$ cat config.mk
export PLATFORM = sky130hd
export DESIGN_NAME = alu_cmd_sequencer
export DESIGN_NICKNAME = d
export VERILOG_FILES = /design/src/rtl/alu_cmd_sequencer.sv
export SDC_FILE = /design/constraint.sdc
export NUM_CORES = 1
export LEC_CHECK = 0
export ABC_CLOCK_PERIOD_IN_PS = 4600
export CORE_MARGIN = 2
export CORE_UTILIZATION = 40
export CTS_CLUSTER_DIAMETER = 100
export DETAILED_ROUTE_END_ITERATION = 7
export GPL_TIMING_DRIVEN = 0
export PLACE_DENSITY = 0.82
export SLEW_MARGIN = 20
export SYNTH_ARGS = -nofsm -noshare
export SYNTH_HDL_FRONTEND = slang
export SYNTH_SLANG_ARGS = --single-unit
$ cat constraint.sdc
create_clock -name Clk -period 4.6 [get_ports Clk]
set_clock_uncertainty 0.2 [all_clocks]
set_input_delay 0.92 -clock Clk [delete_from_list [all_inputs] [get_ports Clk]]
set_output_delay 0.92 -clock Clk [all_outputs]
set_load 0.05 [all_outputs]
$ cat src/rtl/alu_cmd_sequencer.sv
`default_nettype none
// ============================================================================
//  Module      : alu_cmd_sequencer
//  Description : Single-outstanding command stage for the ALU execution units.
//                Issues one-cycle unit enables, collects the flagged result or
//                a timeout, and presents it on a valid/ready result port.
//  Revision    : 1.0 - initial release
// ============================================================================
module alu_cmd_sequencer #(
    parameter int IN_DATA_WIDTH  = 16,
    parameter int OUT_DATA_WIDTH = 16,
    parameter int WAIT_MAX       = 4
) (
    input  logic                      Clk,
    input  logic                      RST,
    input  logic                      Cmd_Valid,
    output logic                      Cmd_Ready,
    input  logic [IN_DATA_WIDTH-1:0]  Cmd_A,
    input  logic [IN_DATA_WIDTH-1:0]  Cmd_B,
    input  logic [3:0]                Cmd_FUN,
    output logic [IN_DATA_WIDTH-1:0]  Unit_A,
    output logic [IN_DATA_WIDTH-1:0]  Unit_B,
    output logic [1:0]                Unit_FUN,
    output logic                      Arith_Enable,
    output logic                      Logic_Enable,
    output logic                      CMP_Enable,
    output logic                      Shift_Enable,
    input  logic [OUT_DATA_WIDTH-1:0] Arith_out,
    input  logic [OUT_DATA_WIDTH-1:0] Logic_out,
    input  logic [OUT_DATA_WIDTH-1:0] CMP_out,
    input  logic [OUT_DATA_WIDTH-1:0] Shift_out,
    input  logic                      Arith_Flag,
    input  logic                      Logic_Flag,
    input  logic                      CMP_Flag,
    input  logic                      Shift_Flag,
    output logic                      Res_Valid,
    input  logic                      Res_Ready,
    output logic [OUT_DATA_WIDTH-1:0] Res_Data,
    output logic                      Res_Err
);

    localparam int             CNT_W    = (WAIT_MAX > 1) ? $clog2(WAIT_MAX) : 1;
    localparam logic [CNT_W-1:0] CNT_LAST = CNT_W'(WAIT_MAX - 1);

    typedef enum logic [1:0] {
        ST_IDLE  = 2'd0,
        ST_ISSUE = 2'd1,
        ST_WAIT  = 2'd2,
        ST_DONE  = 2'd3
    } state_t;

    state_t                    state;
    logic [1:0]                unit_sel;
    logic [CNT_W-1:0]          wait_cnt;
    logic                      sel_flag;
    logic [OUT_DATA_WIDTH-1:0] sel_out;

    // Only the unit that was issued is observed; the rest are don't-care.
    always_comb begin
        sel_flag = 1'b0;
        sel_out  = '0;
        case (unit_sel)
            2'b00:   begin sel_flag = Arith_Flag; sel_out = Arith_out; end
            2'b01:   begin sel_flag = Logic_Flag; sel_out = Logic_out; end
            2'b10:   begin sel_flag = CMP_Flag;   sel_out = CMP_out;   end
            default: begin sel_flag = Shift_Flag; sel_out = Shift_out; end
        endcase
    end

    always_ff @(posedge Clk or negedge RST) begin
        if (!RST) begin
            state        <= ST_IDLE;
            unit_sel     <= 2'b00;
            wait_cnt     <= '0;
            Cmd_Ready    <= 1'b1;
            Unit_A       <= '0;
            Unit_B       <= '0;
            Unit_FUN     <= 2'b00;
            Arith_Enable <= 1'b0;
            Logic_Enable <= 1'b0;
            CMP_Enable   <= 1'b0;
            Shift_Enable <= 1'b0;
            Res_Valid    <= 1'b0;
            Res_Data     <= '0;
            Res_Err      <= 1'b0;
        end else begin
            case (state)
                ST_IDLE: begin
                    if (Cmd_Valid) begin
                        Unit_A       <= Cmd_A;
                        Unit_B       <= Cmd_B;
                        Unit_FUN     <= Cmd_FUN[1:0];
                        unit_sel     <= Cmd_FUN[3:2];
                        // Enable is registered here so it is high exactly during ISSUE.
                        Arith_Enable <= (Cmd_FUN[3:2] == 2'b00);
                        Logic_Enable <= (Cmd_FUN[3:2] == 2'b01);
                        CMP_Enable   <= (Cmd_FUN[3:2] == 2'b10);
                        Shift_Enable <= (Cmd_FUN[3:2] == 2'b11);
                        Cmd_Ready    <= 1'b0;
                        state        <= ST_ISSUE;
                    end
                end
                ST_ISSUE: begin
                    Arith_Enable <= 1'b0;
                    Logic_Enable <= 1'b0;
                    CMP_Enable   <= 1'b0;
                    Shift_Enable <= 1'b0;
                    wait_cnt     <= '0;
                    state        <= ST_WAIT;
                end
                ST_WAIT: begin
                    if (sel_flag) begin
                        Res_Data  <= sel_out;
                        Res_Err   <= 1'b0;
                        Res_Valid <= 1'b1;
                        state     <= ST_DONE;
                    end else if (wait_cnt == CNT_LAST) begin
                        Res_Data  <= '0;
                        Res_Err   <= 1'b1;
                        Res_Valid <= 1'b1;
                        state     <= ST_DONE;
                    end else begin
                        wait_cnt  <= wait_cnt + CNT_W'(1);
                    end
                end
                default: begin
                    if (Res_Ready) begin
                        Res_Valid <= 1'b0;
                        Cmd_Ready <= 1'b1;
                        wait_cnt  <= '0;
                        state     <= ST_IDLE;
                    end
                end
            endcase
        end
    end

endmodule
`default_nettype wire
Word-level counts from Yosys, hierarchy flattened:

Cells that the tools add are included.

* flip-flop bits (word level): 63
* input port bits: 108

* add/sub/neg operators: 1
* equality and inequality tests: 12
* mux-type cells: 28
* bitwise operators: 3
* reductions and logical operators: 18

Operators with widths (number)
* $pmux W16 S3: 1
* $mux W16: 2
* $mux W2: 6
* $pmux W1 S2: 6
* $pmux W2 S3: 2
* $eq A2 B2 Y1 const B: 5
* $mux W1: 10
* $reduce_and A3 Y1: 3
* $reduce_bool A2 Y1: 4
* $eq A2 B1 Y1 const B: 3
* $logic_not A2 Y1: 3
* $ne A2 B2 Y1 const B: 3
* $reduce_and A2 Y1: 3
* $reduce_and A4 Y1: 1
* $reduce_bool A4 Y1: 1
* $reduce_or A2 Y1: 2
* $ne A3 B3 Y1 const B: 1
* $not A1 Y1: 3
* $pmux W1 S3: 1
* $reduce_bool A3 Y1: 1
* $add A2 B1 Y2 const B: 1

Depth between registers and ports, before layout:

* word-level depth: 4
* depth in mapped cells: 7
* gate-level depth less buffers: 6

Worst setup path before layout:

No wires, ideal clock.

* path kind: input to register
* start: in CMP_Flag
* end: reg wait_cnt[0]
* library setup time: 0.124 ns
* arrival time: 1.844 ns
* slack: 2.432 ns
* stages: 4
* path buffers: 0
* cell sequence: mux2_4 -> o22a_4 -> and3_1 -> a211o_1

* longest elaborated chain between the ends: 3

RTL lines
* start: declaration: RTL line 34 `input logic CMP_Flag,`
* $pmux W1 S3: RTL line 62 `case (unit_sel)`
* $ne A2 B2 Y1 (no line)
* $reduce_and A4 Y1 (no line)
* end signal: assignment: RTL line 123 `wait_cnt <= wait_cnt + CNT_W'(1);`
* end: declaration: RTL line 54 `logic [CNT_W-1:0] wait_cnt;`

Every way passes these cells.
A chain may end at the register's enable or synchronous reset.

Worst setup path after layout:

* start: reg Cmd_Ready
* end: out Cmd_Ready

RTL lines
* start: declaration: RTL line 17 `output logic Cmd_Ready,`
* start signal: assignment: RTL line 75 `Cmd_Ready <= 1'b1;`
* start signal: assignment: RTL line 99 `Cmd_Ready <= 1'b0;`
* start signal: assignment: RTL line 129 `Cmd_Ready <= 1'b1;`

No word-level cell between the ends.

==> metrics <==
Ports=165; Final setup violation count=0; Hold Fails Final Rpt=0; power per standard cell area=763 nW/um2; register cell area after layout=1580 um2; number of global-route vias before repair=2652; number of pins with negative max-slew slack in the final report=0; remaining number of nets flagged by the antenna check after routing=0; most frequent cell after synthesis=sky130_fd_sc_hd__dfrtp_1; Worst Setup End Kind=output pin; post-place setup slack=1.76 ns; # Post-CTS Setup Buffers=0; final WL=8340 um; TNS Setup=0 ns; DRT Pass-1 Iters=4; Yosys warning count=0; max-slew headroom at the worst pin=0.626; Yosys cell types=36; fraction of registers with async set/reset=1.00; worst endpoint required time=3.48 ns; crit path max fanout=3; arrival time of the worst setup path=1.68 ns; number of flops mapped to enable cells by yosys=0; smallest hold slack=0.290 ns; area inside the core boundary=7290 um2; global-route total usage across every layer=0.206; number of antenna diodes=0; area of the mapped netlist=3040 um2; class of the worst hold path=flip-flop to flip-flop; Layout area overhead=66.0%; initial standard-cell utilization of the core=0.416; leak pwr=2.14 nW; slowest cell delay on critical path=0.80 ns; clk sinks=63; Peak supply drop=0.413 mV; share of synthesized area occupied by flip-flops and latches=0.520; number of synthesized register bits=63; category of the most critical setup path=flip-flop to output pin; net total in the final layout=503; average wire per standard cell=16.9 um; Setup WS post-layout=1.80 ns; fraction of layout cells with a size suffix above 1=0.217; DRC viols=0; via total after detailed routing=2509; share of Yosys cell area claimed by the top area cell type=0.511; Final Instance Area=5040 um2; predominant post-synthesis flop cell=sky130_fd_sc_hd__dfrtp_1; number of max-cap violations=0; final standard cell count with taps included and fillers excluded=495; Clk Latency, worst-skew pair=0.33 ns; cell count after synthesis=215; initial detailed-routing violation count=84; std cell rows=31; horizontal extent of the die=91.1 um; number of fill cells=556; first element of the critical path=Cmd_Ready; wire length of the first global-routing pass=13400 um; Final Cycle Share=0.608; Final HPWL DP=6630 um; number of buffers added by the clock tree synthesis step=9; category of cells accounting for the largest share of critical-path delay=buffers and inverters; top cells by area, synth=sky130_fd_sc_hd__dfrtp_1 51%, sky130_fd_sc_hd__mux2_2 13%, sky130_fd_sc_hd__mux4_2 11%, sky130_fd_sc_hd__o2bb2ai_1 4.9%, sky130_fd_sc_hd__inv_1 2.7%; mean number of vias per cell=5.07; antenna violations before repair=0; clock tree root buffer cell=sky130_fd_sc_hd__clkbuf_8; cell taking the most area after synthesis=sky130_fd_sc_hd__dfrtp_1; clock slew at the register clock pins of the worst setup and hold paths=0.07 ns; buffers added on ports=164; leading post-synthesis cells by instance count=62 x sky130_fd_sc_hd__dfrtp_1, 36 x sky130_fd_sc_hd__mux2_2, 22 x sky130_fd_sc_hd__inv_1, 17 x sky130_fd_sc_hd__o2bb2ai_1, 15 x sky130_fd_sc_hd__mux4_2; maximum number of pins on one net before global-route repair=37; startpoint class of the critical path=flip-flop; overall overflow remaining after global route=0; Synthesized Nets=327; H-tree depth=3; gpl congestion=0.783; Placed Instance Area=4820 um2; area taken by multi-input logic gates=1310 um2; critical path, cell by cell=clkdlybuf4s50_1; HP Start=Res_Data[3]; unrepaired setup endpoints after global routing=no; status=complete, no violations; Final Critical Period=2.80 ns; die height=91.1 um; CTS max path bufs=2; Worst R2R Start=state[0]; post-synthesis area per instance=14.1 um2; die footprint=8300 um2; slew of the pin with the lowest slew margin=0.559 ns; buffers and inverters on the worst path=1; slowest stage cell on the critical path=sky130_fd_sc_hd__clkdlybuf4s50_1; CTS-repair resized insts=0; hold-fix buffers at CTS=0; TritonCTS clock tree=done; Highest Clock Rate=0.358 GHz; Cells after DPL=479
==> flip-flops by register name (all words and copies together), names as in the netlist, 2 cells and up <==
name / flops
Unit_B: 16
Res_Data: 16
Unit_A: 16
unit_sel: 2
wait_cnt: 2
Unit_FUN: 2
state: 2
==> where the power goes <==
group | leakage (nW) | switching, mW | internal (mW)
Combinational | 1.27 | 1.40 | 0.956
Clock | 0.105 | 0.221 | 0.305
Sequential | 0.771 | 0.145 | 0.823
==> cell families (layout without fill, tap and decap cells) <==
group / after synthesis / count (layout) / share of synthesized area
flip-flops: 63 / 63 / 0.520
multiplexers: 56 / 56 / 0.270
AO/OA/AOI/OAI: 39 / 39 / 0.112
buffers and inverters: 34 / 215 / 0.0503
AND/OR/NAND/NOR: 19 / 19 / 0.0317
adder cells (fa/ha/maj): 4 / 4 / 0.0165
==> layout make-up <==
cell class              instances  area share
inverters                      22      0.0164
multi-input cells             118       0.259
repair buffers                165       0.329
well taps                      99      0.0246
clock inverters                 7      0.0194
clock buffers                   9      0.0246
plain buffers                  12      0.0139
flip-flops and latches         63       0.313
==> metrics by stage <==
step	total power, mW	utilization
2_1_floorplan	2.57	-
6_report	3.85	0.691
4_1_cts	3.89	0.691
3_5_place_dp	3.35	0.661
5_1_grt	4.04	0.691
3_3_place_gp	3.30	0.658
==> routing by layer <==
metal / global-route usage / part of all wire / vias up
met3: 0.0714 / 0.087 / 22
met4: 0.0934 / 0.031 / 0
li1: - / - / 1150
met5: 0 / 0 / -
met1: 0.242 / 0.39 / 1222
met2: 0.340 / 0.49 / 115
==> placed cells by master (no fill, tap or decap), types with 2 or more instances in the layout <==
master / Yosys / final
sky130_fd_sc_hd__a22o_1: 4 / 4
sky130_fd_sc_hd__a21oi_1: 4 / 4
sky130_fd_sc_hd__mux2i_1: 2 / 2
sky130_fd_sc_hd__bufinv_16: 0 / 2
sky130_fd_sc_hd__inv_1: 22 / 22
sky130_fd_sc_hd__clkdlybuf4s50_1: 0 / 163
sky130_fd_sc_hd__nand2_1: 5 / 5
sky130_fd_sc_hd__a211o_1: 2 / 2
sky130_fd_sc_hd__clkbuf_8: 0 / 9
sky130_fd_sc_hd__ha_1: 4 / 4
sky130_fd_sc_hd__mux2_4: 2 / 2
sky130_fd_sc_hd__nor2_1: 4 / 4
sky130_fd_sc_hd__o21ai_0: 3 / 3
sky130_fd_sc_hd__buf_2: 8 / 8
sky130_fd_sc_hd__clkinvlp_4: 0 / 2
sky130_fd_sc_hd__buf_4: 2 / 3
sky130_fd_sc_hd__dfrtp_1: 62 / 62
sky130_fd_sc_hd__clkinv_4: 0 / 2
sky130_fd_sc_hd__o2bb2ai_1: 17 / 17
sky130_fd_sc_hd__and3_1: 2 / 2
sky130_fd_sc_hd__mux2_2: 36 / 36
sky130_fd_sc_hd__mux4_2: 15 / 15
sky130_fd_sc_hd__nand2b_1: 3 / 3
==> worst paths after layout <==
path | endpoint | slack, ns | depth (start not counted)
worst max-delay path | Cmd_Ready | 1.80 | 1
worst min-delay path | Res_Data[3] | 0.29 | 1
worst max register to register | Unit_A[6] | 2.31 | 6
worst min register to register | Res_Data[3] | 0.29 | 1
max in group asynchronous | Unit_B[11] | 3.39 | 2
min in group asynchronous | Res_Data[2] | 0.30 | 1
(Power assumes the default switching activity.)
